[config.mk]
export PLATFORM = sky130hd
export DESIGN_NAME = csa_accum_ctrl
export DESIGN_NICKNAME = d
export VERILOG_FILES = /design/src/rtl/csa_accum_ctrl.sv
export SDC_FILE = /design/constraint.sdc
export NUM_CORES = 1
export LEC_CHECK = 0
export ABC_AREA = 1
export ABC_CLOCK_PERIOD_IN_PS = 1590
export BUFFER_PORTS_ARGS = -buffer_cell sky130_fd_sc_hd__buf_2
export CORE_MARGIN = 5
export CORE_UTILIZATION = 50
export CTS_CLUSTER_SIZE = 30
export DETAILED_ROUTE_END_ITERATION = 16
export PLACE_DENSITY_LB_ADDON = 0.12
export SETUP_SLACK_MARGIN = 0.1
export SYNTH_ARGS = -nofsm -noshare
export SYNTH_HDL_FRONTEND = slang
export SYNTH_SLANG_ARGS = --single-unit
[constraint.sdc]
create_clock -name i_clk -period 1.59 [get_ports i_clk]
set_input_delay 0.159 -clock i_clk [delete_from_list [all_inputs] [get_ports i_clk]]
set_output_delay 0.159 -clock i_clk [all_outputs]
set_load 0.1 [all_outputs]
[src/rtl/csa_accum_ctrl.sv]
// Burst accumulator controller for a shared carry-save adder: one 3:2 compression per operand,
// one carry-propagate add at the end. Define CSA_ACCUM_CTRL_SIGNED_EN for two's-complement operands.
module csa_accum_ctrl #(
    parameter int BW     = 8,
    parameter int NMAX_W = 4
) (
    input  logic                 i_clk,
    input  logic                 i_rst,
    input  logic                 i_start,
    input  logic [NMAX_W-1:0]    i_len,
    input  logic                 i_in_valid,
    output logic                 o_in_ready,
    input  logic [BW-1:0]        i_in_data,
    output logic                 o_out_valid,
    input  logic                 i_out_ready,
    output logic [BW+NMAX_W-1:0] o_out_sum,
    output logic                 o_busy
);

    localparam int AW = BW + NMAX_W;

    typedef enum logic [1:0] {
        StIdle,
        StAccum,
        StResolve,
        StDone
    } state_t;

    state_t            r_state;
    logic [AW-1:0]     r_sum;
    logic [AW-1:0]     r_carry;
    logic [AW-1:0]     r_out_sum;
    logic [NMAX_W-1:0] r_count;
    logic              r_in_ready;
    logic              r_out_valid;
    logic              r_busy;

    logic [AW-1:0]     w_x;
    logic [AW-1:0]     w_sum_nxt;
    logic [AW-1:0]     w_maj;
    logic [AW-1:0]     w_carry_nxt;
    logic [AW-1:0]     w_resolved;
    logic              w_in_hs;
    logic              w_out_hs;

`ifdef CSA_ACCUM_CTRL_SIGNED_EN
    assign w_x = {{NMAX_W{i_in_data[BW-1]}}, i_in_data};
`else
    assign w_x = {{NMAX_W{1'b0}}, i_in_data};
`endif

    assign w_sum_nxt   = r_sum ^ r_carry ^ w_x;
    assign w_maj       = (r_sum & r_carry) | (r_sum & w_x) | (r_carry & w_x);
    // Carry is kept pre-shifted so the final resolve is a plain S+C.
    assign w_carry_nxt = w_maj << 1;
    assign w_resolved  = r_sum + r_carry;

    // r_in_ready is high exactly while in StAccum.
    assign w_in_hs  = r_in_ready & i_in_valid;
    assign w_out_hs = r_out_valid & i_out_ready;

    always_ff @(posedge i_clk) begin
        if (i_rst) begin
            r_state     <= StIdle;
            r_sum       <= '0;
            r_carry     <= '0;
            r_count     <= '0;
            r_out_sum   <= '0;
            r_in_ready  <= 1'b0;
            r_out_valid <= 1'b0;
            r_busy      <= 1'b0;
        end else begin
            unique case (r_state)
                StIdle: begin
                    if (i_start) begin
                        r_sum   <= '0;
                        r_carry <= '0;
                        r_count <= i_len;
                        r_busy  <= 1'b1;
                        if (i_len != '0) begin
                            r_state    <= StAccum;
                            r_in_ready <= 1'b1;
                        end else begin
                            r_state <= StResolve;
                        end
                    end
                end
                StAccum: begin
                    if (w_in_hs) begin
                        r_sum   <= w_sum_nxt;
                        r_carry <= w_carry_nxt;
                        r_count <= r_count - NMAX_W'(1);
                        if (r_count == NMAX_W'(1)) begin
                            r_state    <= StResolve;
                            r_in_ready <= 1'b0;
                        end
                    end
                end
                StResolve: begin
                    r_out_sum   <= w_resolved;
                    r_out_valid <= 1'b1;
                    r_state     <= StDone;
                end
                StDone: begin
                    if (w_out_hs) begin
                        r_out_valid <= 1'b0;
                        r_busy      <= 1'b0;
                        r_state     <= StIdle;
                    end
                end
                default: begin
                    r_state     <= StIdle;
                    r_in_ready  <= 1'b0;
                    r_out_valid <= 1'b0;
                    r_busy      <= 1'b0;
                end
            endcase
        end
    end

    assign o_in_ready  = r_in_ready;
    assign o_out_valid = r_out_valid;
    assign o_out_sum   = r_out_sum;
    assign o_busy      = r_busy;

endmodule
# ---- Yosys cells after proc, flatten, opt, wreduce, memory -nomap -nowiden
# Cells that the tools add are included.
dict set report op_classes {
  n_reduce_logical 10
  n_mux 23
  magnitude_cmp 0
  shift 0
  bitwise 9
  mul 0
  eq_ne 9
  n_addsub 2
  n_div 0
}
# operator n
set op_table {}
lappend op_table {{12-bit one-hot mux with 2 select lines} 2}
lappend op_table {{12-bit 2-to-1 mux} 3}
lappend op_table {{11-bit by 8-bit bitwise AND with 11-bit output} 2}
lappend op_table {{11-bit bitwise OR} 2}
lappend op_table {{12-bit adder} 1}
lappend op_table {{12-bit bitwise XOR} 1}
lappend op_table {{12-bit by 8-bit bitwise XOR with 12-bit output} 1}
lappend op_table {{11-bit bitwise AND} 1}
lappend op_table {{2-bit 2-to-1 mux} 5}
lappend op_table {{2-bit inequality test (second input constant)} 5}
lappend op_table {{4-bit 2-to-1 mux} 2}
lappend op_table {{2-bit one-hot mux with 4 select lines} 1}
lappend op_table {{4-bit one-hot mux with 2 select lines} 1}
lappend op_table {{1-bit 2-to-1 mux} 6}
lappend op_table {{1-bit one-hot mux with 2 select lines} 3}
lappend op_table {{3-bit AND reduction} 2}
lappend op_table {{2-bit nonzero test} 3}
lappend op_table {{5-bit AND reduction} 1}
lappend op_table {{2-bit equality test (second input constant)} 2}
lappend op_table {{4-bit by 1-bit equality test with 1-bit output (second input constant)} 1}
lappend op_table {{4-bit AND reduction} 1}
lappend op_table {{4-bit nonzero test} 1}
lappend op_table {{4-bit by 1-bit subtractor with 4-bit output (second input constant)} 1}
lappend op_table {{1-bit bitwise AND} 2}
lappend op_table {{other kinds (3)} 3}
dict set report totals {
  rom_bits 0
  in_bits 17
  latch_bits 0
  out_inout_bits 15
  regBits 45
  mem_bits_rw 0
  n_memories 0
}

# ---- Logic depth before layout (Yosys ltp)
# Gate-level depths: netlist of run 1.
dict set report depth {
  word_depth 5
  mapped_depth 11
  depth_no_buf 11
}

# ---- Worst setup path before layout of run 1
# OpenSTA, ideal clock, no wires.
dict set report synth_path {
  path_type {reg2reg}
  startpoint {reg r_in_ready (netlist: o_in_ready)}
  endpoint {reg r_sum[1]}
  arrival_time_ns 1.805
  required_time_ns 1.448
  setup_ns 0.142
  slack_ns -0.357
  path_stages_with_launch 10
  n_path_buf 2
  period_less_slack_ns 1.947
  path_cell_list {dfxtp_1 -> nand2_1 -> nand2_1 -> nand2_4 -> a21oi_2 -> inv_2 -> buf_6 -> buf_8 -> nand2_2 -> a21oi_2}
}
dict set report synth_between {
  elab_chain_len 3
}
# item line_no
set synth_lines {}
lappend synth_lines {{from (decl)} 34} ;# logic r_in_ready;
lappend synth_lines {{from (signal assigned)} 69} ;# r_in_ready <= 1'b0;
lappend synth_lines {{from (signal assigned)} 82} ;# r_in_ready <= 1'b1;
lappend synth_lines {{from (signal assigned)} 95} ;# r_in_ready <= 1'b0;
lappend synth_lines {{1-bit bitwise AND} 59} ;# assign w_in_hs = r_in_ready & i_in_valid;
lappend synth_lines {{2-bit inequality test (no line)} --}
lappend synth_lines {{3-bit AND reduction (no line)} --}
lappend synth_lines {{to (signal assigned)} 90} ;# r_sum <= w_sum_nxt;
lappend synth_lines {{to (decl)} 30} ;# logic [AW-1:0] r_sum;
# Every way passes these cells.
# A chain may end at the register's enable or synchronous reset.

# ---- Worst setup path after layout of run 1
dict set report layout_path {
  startpoint {reg r_state[0]}
  endpoint {reg r_carry[4]}
}
dict set report layout_between {
  elab_chain_len 3
  elab_cells_between_ends 7
  cone_classes {3 x eq/ne; 1 x mux; 3 x reduce/logical}
}
# item line_no
set layout_lines {}
lappend layout_lines {{from (decl)} 29} ;# state_t r_state;
lappend layout_lines {{from (signal assigned)} 64} ;# r_state <= StIdle;
lappend layout_lines {{from (signal assigned)} 81} ;# r_state <= StAccum;
lappend layout_lines {{from (signal assigned)} 84} ;# r_state <= StResolve;
lappend layout_lines {{2-bit by 1-bit equality test with 1-bit output or 2-bit logical NOT (tied branches)} 73} ;# unique case (r_state)
lappend layout_lines {{2-bit inequality test (no line) or 2-bit nonzero test (tied branches)} --}
lappend layout_lines {{3-bit AND reduction (no line)} --}
lappend layout_lines {{to (signal assigned)} 91} ;# r_carry <= w_carry_nxt;
lappend layout_lines {{to (decl)} 31} ;# logic [AW-1:0] r_carry;
# Parallel ways exist; a longest one is shown, timed or not.

==> flow_summary.toml, run 1 <==
[status]
status = "complete, no violations"

[timing]
tightest_slew_ns = 0.490
max_freq_mhz = 663
setup_viol_count_final = 0
fin_crit_sh_pct = 94.9
maxSlewHeadroom_pct = 67.6
hold_viol_final = 0
final.setup.tns_ns = 0
rsz0062_at_grt = "true"
slew_viol_final = 0
final.setup_skew_ns = 0.0105
post-route-min-period_ns = 1.51

[synth]
yosysSeqAreaShare_pct = 33.8
synth_largest_area_cell = "dfxtp_1"
synth_cell_types = 26
syn-num-nets = 402
synth_flop_cell = "dfxtp_1"
synthDominantCellAreaShare_pct = 33.8
ys_async_sr_fraction_pct = 0
synthTopCellsByArea = "dfxtp_1, nand2_1, ha_1"
syn_avg_cell_area_um2 = 7.25
synth_edf_count = 0
ys_ff_latch = 44
synthCells = 359
ys_warn_count = 0
syn_area_um2 = 2600

[clock_tree]
clock_latency_ns = 0.29
cts_tree = "done"
cts_root_buf = "clkbuf_8"
cts_sinks = 44
clk_path_buf_depth = 2
htreeDepth = 2
clkTransAtPathRegs_ns = 0.09
cts_hold_buf = 0
numCtsBuffers = 5

[drt]
ant_nets = 0
drtPass1Iterations = 4
drc = 0
viasPerCell = 5.05
drt_wl_total_um = 6550
vias = 2508
drt_iter0_drc = 137
wl_per_cell_um = 13.2

[worst_setup_path]
critPathMaxStageDelay_ns = 0.37
crit_path_end_kind = "flip-flop"
path_buf_inv = 4
criticalPathCategory = "flip-flop to flip-flop"
cp.required_ns = 1.82
cp_max_fo = 9
cp_common_cell = "inv_4"
start_kind = "flip-flop"
crit_arrival_ns = 1.74
crit_family = "simple AND/OR/NAND/NOR gates"
path_cells = "inv_4 > ha_4 > inv_2 > or2_4 > nand2_4 > a21oi_4 > inv_4 > clkbuf_16 > nand2_1 > a21oi_1"
worst_path_max_delay_cell = "dfxtp_4"

[global_route]
track_usage_pct = 19.3
grt_overflow = 0
grt_pass1_vias = 2486
grt_first_pass_wirelength_um = 10300
grt_max_degree = 19
antenna_found_initial = 0

[cells_and_area]
finalNetCount = 469
fillers = 419
register_area_um2 = 907
post-route-util_pct = 71.5
syn_to_final_growth_pct = 39.4
final_cells = 497
n_antenna_cell = 0
multi_input_area_um2 = 1790
layout-drive-gt1-share_pct = 40.5

[die]
core_um2 = 5070
ioPinCount = 32
start_util_pct = 51.3
rows = 26
die_h_um = 82.1
dieWidth_um = 82.1
dieArea_um2 = 6750

[pwr]
power_mw = 5.76
leakage_nw = 1.68
power_density_nw_per_um2 = 1590
vdd_ir_drop_max_v = 0.00104

[placement]
dp_cells = 472
hpwl_um = 4200
gp_congestion = 0.905
port-buffer-count = 31

[job]
maxCapViolCount = 0

[min_path]
hold_path.class = "primary input to flip-flop"
-- layer usage --
layer / vias up / global-route usage [%] / wire (µm) / share of wire (%)
met3: 8 / 3.58 / 241 / 3.7
met5: - / 0 / 0 / 0
met2: 47 / 36.2 / 3380 / 52
met1: 1178 / 21.5 / 2850 / 44
met4: 0 / 7.31 / 77 / 1.2
li1: 1275 / - / - / -
-- power breakdown --
part | leakage (nW) | internal [mW] | switching, mW
Combinational | 1.26 | 1.20 | 2.19
Clock | 0.0552 | 0.467 | 0.386
Sequential | 0.366 | 1.35 | 0.163
-- state kept, by name (all words and copies together), names as in the netlist --
signal	count
o_in_ready	1
r_sum	12
o_out_valid	1
o_out_sum	12
o_busy	1
r_state	2
r_carry	11
r_count	4
-- worst paths after layout --
path	from	end	slack, ns	depth (start not counted)
min reg2reg	o_busy	o_busy	0.45	2
min	i_start	o_busy	0.14	3
max reg2reg	r_state[0]	r_carry[4]	0.08	10
max	r_state[0]	r_carry[4]	0.08	10
-- logic make-up after synthesis --
group / count (synthesis) / share of synthesized area (%)
AOI/OAI and AO/OA: 55 / 12.6
xor gates and xnor gates: 5 / 1.68
adders and majority gates: 26 / 14.8
buffers and inverters: 52 / 8.36
DFF: 44 / 33.8
and+or+nand+nor: 177 / 28.7
-- synth_stat cells, types with 3 or more instances --
cell type  count
nand3_1       25
inv_1         40
nor2_1        42
nand2_2       10
o21ai_0       18
a21oi_1       22
buf_2          3
fa_1           8
xor2_1         4
nand4_1        3
dfxtp_1       44
clkbuf_1       6
ha_1          18
a21oi_2       11
nand2_1       92
-- stage by stage --
stage	setup slack (ns)	hold slack (ns)	cell area (µm²)
finish	0.0816	0.137	3630
global route	0.00774	0.147	3630
CTS	0.101	0.121	3270
detailed placement	0.0253	0.435	3000
global placement	0.0394	0.431	3000
floorplan	0.102	0.317	2640
-- cells in the final DEF (no fill, tap or decap), types with 2 or more instances in the layout --
| cell type | n |
|---|---|
| or2_2 | 2 |
| dfxtp_1 | 29 |
| ha_4 | 9 |
| nand3_1 | 20 |
| o21ai_0 | 15 |
| nand2_1 | 72 |
| ha_1 | 5 |
| nor2_2 | 2 |
| nand2_4 | 5 |
| inv_1 | 35 |
| fa_1 | 7 |
| clkbuf_8 | 5 |
| buf_12 | 2 |
| nor2_4 | 2 |
| dfxtp_2 | 12 |
| inv_4 | 4 |
| nand3_2 | 4 |
| a21oi_4 | 2 |
| xor2_1 | 4 |
| nand2_2 | 26 |
| buf_4 | 29 |
| buf_6 | 4 |
| a21oi_1 | 17 |
| dfxtp_4 | 3 |
| ha_2 | 4 |
| a21o_1 | 2 |
| buf_2 | 32 |
| o21ai_1 | 2 |
| nand4_1 | 3 |
| a21oi_2 | 14 |
| clkbuf_16 | 3 |
| nor2_1 | 38 |
-- what timing repair did --
action	CTS	global route
cloned	1	4
setup endpoints to repair	32	37
buffers inserted	7	6
pin swaps	2	10
gates resized for setup	18	69
-- worst register-to-register path, delay by kind of cell, from the launching register on --
| family | cells | cell delay (ns) |
|---|---|---|
| AOI/OAI and AO/OA | 2 | 0.17 |
| adders and majority gates | 1 | 0.12 |
| DFF | 1 | 0.37 |
| and+or+nand+nor | 3 | 0.40 |
| buffers and inverters | 4 | 0.38 |
-- final cells by class --
type | instances | share of cell area, %
multi-input combinational | 263 | 49.3
sequential | 44 | 25.0
timing repair buffer | 71 | 15.6
inverter | 41 | 4.72
tap | 70 | 2.41
clock buffer | 6 | 2.00
clock inverter | 2 | 0.966
Power figures use the tool's default switching activity.
==> run 2: changes to the inputs <==
--- a/config.mk
+++ b/config.mk
@@ -10,6 +10,7 @@
 export BUFFER_PORTS_ARGS = -buffer_cell sky130_fd_sc_hd__buf_2
 export CORE_MARGIN = 5
 export CORE_UTILIZATION = 50
+export CTS_BUF_LIST = sky130_fd_sc_hd__clkbuf_8
 export CTS_CLUSTER_SIZE = 30
 export DETAILED_ROUTE_END_ITERATION = 16
 export PLACE_DENSITY_LB_ADDON = 0.12
==> flow_summary.toml, run 2 (synthesized netlist as in run 1, its figures left out) <==
[cells_and_area]
post-route-util_pct = 71.5
layout_commonest_cell = "nand2_1"
syn_to_final_growth_pct = 39.4
final_cell_mix = "nand2_1, nor2_1, inv_1"
fillers = 419
final_cells = 497
register_area_um2 = 907
n_antenna_cell = 0
fin_area_um2 = 3630
finalNetCount = 469
multi_input_area_um2 = 1790
layout-drive-gt1-share_pct = 40.5

[job]
maxCapViolCount = 0

[worst_setup_path]
r2r_cells = 10
crit_path_end_kind = "flip-flop"
cp.required_ns = 1.82
criticalPathCategory = "flip-flop to flip-flop"
start_kind = "flip-flop"
cp_max_fo = 9
r2r-start = "r_state[0]"
rrSetupSlack_ns = 0.08
crit_arrival_ns = 1.74
r2r-end = "r_carry[4]"

[global_route]
grt_first_pass_wirelength_um = 10300
grt_overflow = 0
antenna_found_initial = 0
track_usage_pct = 19.3
grt_max_degree = 19
grt_pass1_vias = 2486

[status]
status = "complete, no violations"

[die]
dieArea_um2 = 6750
start_util_pct = 51.3
dieWidth_um = 82.1
die_h_um = 82.1
ioPinCount = 32
core_um2 = 5070
rows = 26

[drt]
drt_iter0_drc = 137
met2RoutedLength_um = 3380
drc = 0
vias = 2508
ant_nets = 0
drtPass1Iterations = 4
wl_per_cell_um = 13.2
wl_met1_um = 2850
top_layer = "met4"
met3WireLength_um = 241
drt_wl_total_um = 6550
viasPerCell = 5.05

[clock_tree]
cts_hold_buf = 0
htreeDepth = 2
cts_root_buf = "clkbuf_8"
clock_latency_ns = 0.29
clkTransAtPathRegs_ns = 0.09
clk_path_buf_depth = 2
cts_tree = "done"
cts_sinks = 44
numCtsBuffers = 5

[min_path]
hold_depth = 3
hold_path.class = "primary input to flip-flop"
holdPathEnd = "o_busy"
worstHoldStart = "i_start"

[timing]
fin_ws_ns = 0.0812
final.setup.tns_ns = 0
maxSlewHeadroom_pct = 67.6
max_freq_mhz = 663
fin_crit_sh_pct = 94.9
rsz0062_at_grt = "true"
hold_viol_final = 0
slew_viol_final = 0
post-route-min-period_ns = 1.51
setup_viol_count_final = 0
final.setup_skew_ns = 0.0105
whs_ns = 0.137
tightest_slew_ns = 0.490

[placement]
gp_congestion = 0.905
hpwl_um = 4200
dpl-instance-area_um2 = 3000
port-buffer-count = 31
place_ws_ns = 0.0253
dp_cells = 472

[pwr]
power_density_nw_per_um2 = 1590
vdd_ir_drop_max_v = 0.00104
leakage_nw = 1.68
power_mw = 5.75
-- run 2: cell count changes in the layout (fill, tap and decap cells not counted) --
cell	previous run	this run
clkbuf_1	1	0
inv_1	35	36
-- run 2: layout make-up --
type                       instances  share of cell area (%)
clock buffer                       5                    1.90
clock inverter                     3                    1.07
inverter                          41                    4.72
multi-input combinational        263                    49.3
sequential                        44                    25.0
tap                               70                    2.41
timing repair buffer              71                    15.6
-- run 2: how the worst max path moves through the flow --
stage	slack (ns)	start	endpoint
2_1_floorplan	0.10	r_sum[1]	o_out_sum[7]
3_3_place_gp	0.04	r_carry[7]	o_out_sum[10]
3_5_place_dp	0.03	r_state[0]	r_sum[5]
4_1_cts	0.10	r_carry[1]	o_out_sum[11]
5_1_grt	0.008	r_state[0]	r_carry[4]
6_report	0.08	r_state[0]	r_carry[4]
-- run 2: worst max-delay path: stages (launching register included) --
cell	delay, ns
dfxtp_4	0.37
inv_4	0.06
ha_4	0.12
inv_2	0.03
or2_4	0.24
nand2_4	0.09
a21oi_4	0.05
inv_4	0.11
clkbuf_16	0.18
nand2_1	0.06
a21oi_1	0.12
-- run 2: timing repair --
item | CTS | global route
endpoints found under the setup margin | 32 | 37
pin swaps | 2 | 10
buffers inserted | 7 | 6
hold endpoints to repair | 0 | 0
gates resized for setup | 18 | 69
gates cloned | 1 | 4
-- run 2: metal layers --
| layer | track usage [%] | vias up |
|---|---|---|
| met5 | 0 | - |
| met4 | 7.31 | 0 |
| met3 | 3.58 | 8 |
| met2 | 36.2 | 47 |
| met1 | 21.5 | 1178 |
| li1 | - | 1275 |
-- run 2: where the power goes --
| group | switching [mW] | total [mW] | internal (mW) |
|---|---|---|---|
| Clock | 0.386 | 0.847 | 0.461 |
| Combinational | 2.19 | 3.39 | 1.20 |
| Sequential | 0.163 | 1.52 | 1.35 |
| Total | 2.74 | 5.75 | 3.01 |
==> run 3: changes to the inputs <==
--- a/config.mk
+++ b/config.mk
@@ -8,13 +8,14 @@
 export ABC_AREA = 1
 export ABC_CLOCK_PERIOD_IN_PS = 1590
 export BUFFER_PORTS_ARGS = -buffer_cell sky130_fd_sc_hd__buf_2
+export CELL_PAD_IN_SITES_DETAIL_PLACEMENT = 1
+export CELL_PAD_IN_SITES_GLOBAL_PLACEMENT = 2
 export CORE_MARGIN = 5
-export CORE_UTILIZATION = 50
+export CORE_UTILIZATION = 31
 export CTS_BUF_LIST = sky130_fd_sc_hd__clkbuf_8
 export CTS_CLUSTER_SIZE = 30
 export DETAILED_ROUTE_END_ITERATION = 16
 export PLACE_DENSITY_LB_ADDON = 0.12
-export SETUP_SLACK_MARGIN = 0.1
 export SYNTH_ARGS = -nofsm -noshare
 export SYNTH_HDL_FRONTEND = slang
 export SYNTH_SLANG_ARGS = --single-unit
==> flow_summary.toml, run 3 (synthesized netlist as in run 1, its figures left out) <==
[timing]
whs_ns = 0.119
fin_crit_sh_pct = 95.2
max_freq_mhz = 661
rsz0062_at_grt = "true"
post-route-min-period_ns = 1.51
maxSlewHeadroom_pct = 67.2
final.setup_skew_ns = 0.0122
slew_viol_final = 0
tightest_slew_ns = 0.496
setup_viol_count_final = 0
hold_viol_final = 0

[drt]
wl_per_cell_um = 13.4
drt_wl_total_um = 7100
ant_nets = 0
vias = 2436
drc = 0
drt_iter0_drc = 67
drtPass1Iterations = 4
viasPerCell = 4.61

[cells_and_area]
layout-drive-gt1-share_pct = 32.9
final_cell_mix = "nand2_1, nor2_1, inv_1"
finalNetCount = 465
multi_input_area_um2 = 1650
layout_commonest_cell = "nand2_1"
fillers = 1038
register_area_um2 = 897
n_antenna_cell = 0
syn_to_final_growth_pct = 32.5
final_cells = 528

[die]
dieWidth_um = 102
ioPinCount = 32
start_util_pct = 31.7
rows = 33
die_h_um = 102
dieArea_um2 = 10300
core_um2 = 8220

[worst_setup_path]
path_cells = "inv_2 > ha_4 > inv_2 > or2_4 > nand2_4 > inv_1 > nand2_2 > inv_2 > clkbuf_16 > nand2_1 > a21oi_2"
critPathMaxStageDelay_ns = 0.34
crit_path_end_kind = "flip-flop"
start_kind = "flip-flop"
cp.required_ns = 1.78
crit_family = "simple AND/OR/NAND/NOR gates"
cp_max_fo = 11
worst_path_max_delay_cell = "dfxtp_2"
path_buf_inv = 5
cp_common_cell = "inv_2"
criticalPathCategory = "flip-flop to flip-flop"
crit_arrival_ns = 1.70

[clock_tree]
cts_hold_buf = 0
cts_root_buf = "clkbuf_8"
numCtsBuffers = 5
cts_sinks = 44
clkTransAtPathRegs_ns = 0.08
cts_tree = "done"
htreeDepth = 2
clock_latency_ns = 0.30
clk_path_buf_depth = 2

[min_path]
hold_path.class = "primary input to flip-flop"

[global_route]
grt_first_pass_wirelength_um = 11600
grt_max_degree = 24
track_usage_pct = 14.0
grt_overflow = 0
grt_pass1_vias = 2530
antenna_found_initial = 0

[pwr]
power_density_nw_per_um2 = 1550
power_mw = 5.33
vdd_ir_drop_max_v = 0.000710
leakage_nw = 1.60

[status]
status = "complete, no violations"

[placement]
gp_congestion = 0.780
port-buffer-count = 31
dp_cells = 516
hpwl_um = 5410

[job]
maxCapViolCount = 0
## run 3: final timing paths
kind,slack [ns],cells after the start,start,to
hold reg to reg,0.45,2,o_busy,o_busy
setup / recovery,0.08,11,r_state[0],r_carry[7]
setup reg to reg,0.08,11,r_state[0],r_carry[7]
hold / removal,0.12,4,i_out_ready,o_out_valid
## run 3: where the power goes
group | total (mW) | internal, mW | leakage, nW | switching [mW]
logic | 3.10 | 1.03 | 1.18 | 2.07
registers | 1.50 | 1.35 | 0.363 | 0.148
clock network | 0.739 | 0.347 | 0.0486 | 0.391
total | 5.33 | 2.72 | 1.60 | 2.61
## run 3: repair_timing
| item | in CTS | in global routing |
|---|---|---|
| setup buffers | 0 | 2 |
| gates resized for setup | 7 | 37 |
| endpoints found under the setup margin | 14 | 33 |
| cloned | 0 | 2 |
| endpoints found under the hold margin | 0 | 0 |
| pin swaps | 1 | 4 |
## run 3: cell type report
type / instances / share of cell area (%)
repair buffers: 67 / 14.9
well taps: 105 / 3.81
clock inverters: 2 / 0.327
clock buffers: 6 / 2.39
flip-flops and latches: 44 / 26.0
inverters: 41 / 4.61
multi-input cells: 263 / 47.9
## run 3: per-stage QoR
stage | setup WS (ns) | instance area [µm²] | utilization (%) | setup TNS, ns
finish | 0.0766 | 3450 | 42.0 | 0
global route | -0.0148 | 3450 | 42.0 | -0.0380
CTS | 0.000308 | 3240 | 39.5 | 0
detailed placement | -0.0131 | 3130 | 38.1 | -0.0270
global placement | 0.0141 | 3130 | 38.1 | 0
floorplan | 0.00413 | 2620 | - | 0
## run 3: layer usage
metal	up-vias	wire length [µm]	GRT usage [%]
met1	1145	3130	15.8
li1	1263	-	-
met4	0	76	3.68
met3	6	161	2.00
met5	-	0	0
met2	22	3730	27.2
## run 3: worst reg2reg max path: stages, from the launching register on
cell,delay [ns]
dfxtp_2,0.34
inv_2,0.08
ha_4,0.14
inv_2,0.03
or2_4,0.24
nand2_4,0.10
inv_1,0.05
nand2_2,0.06
inv_2,0.06
clkbuf_16,0.17
nand2_1,0.08
a21oi_2,0.05
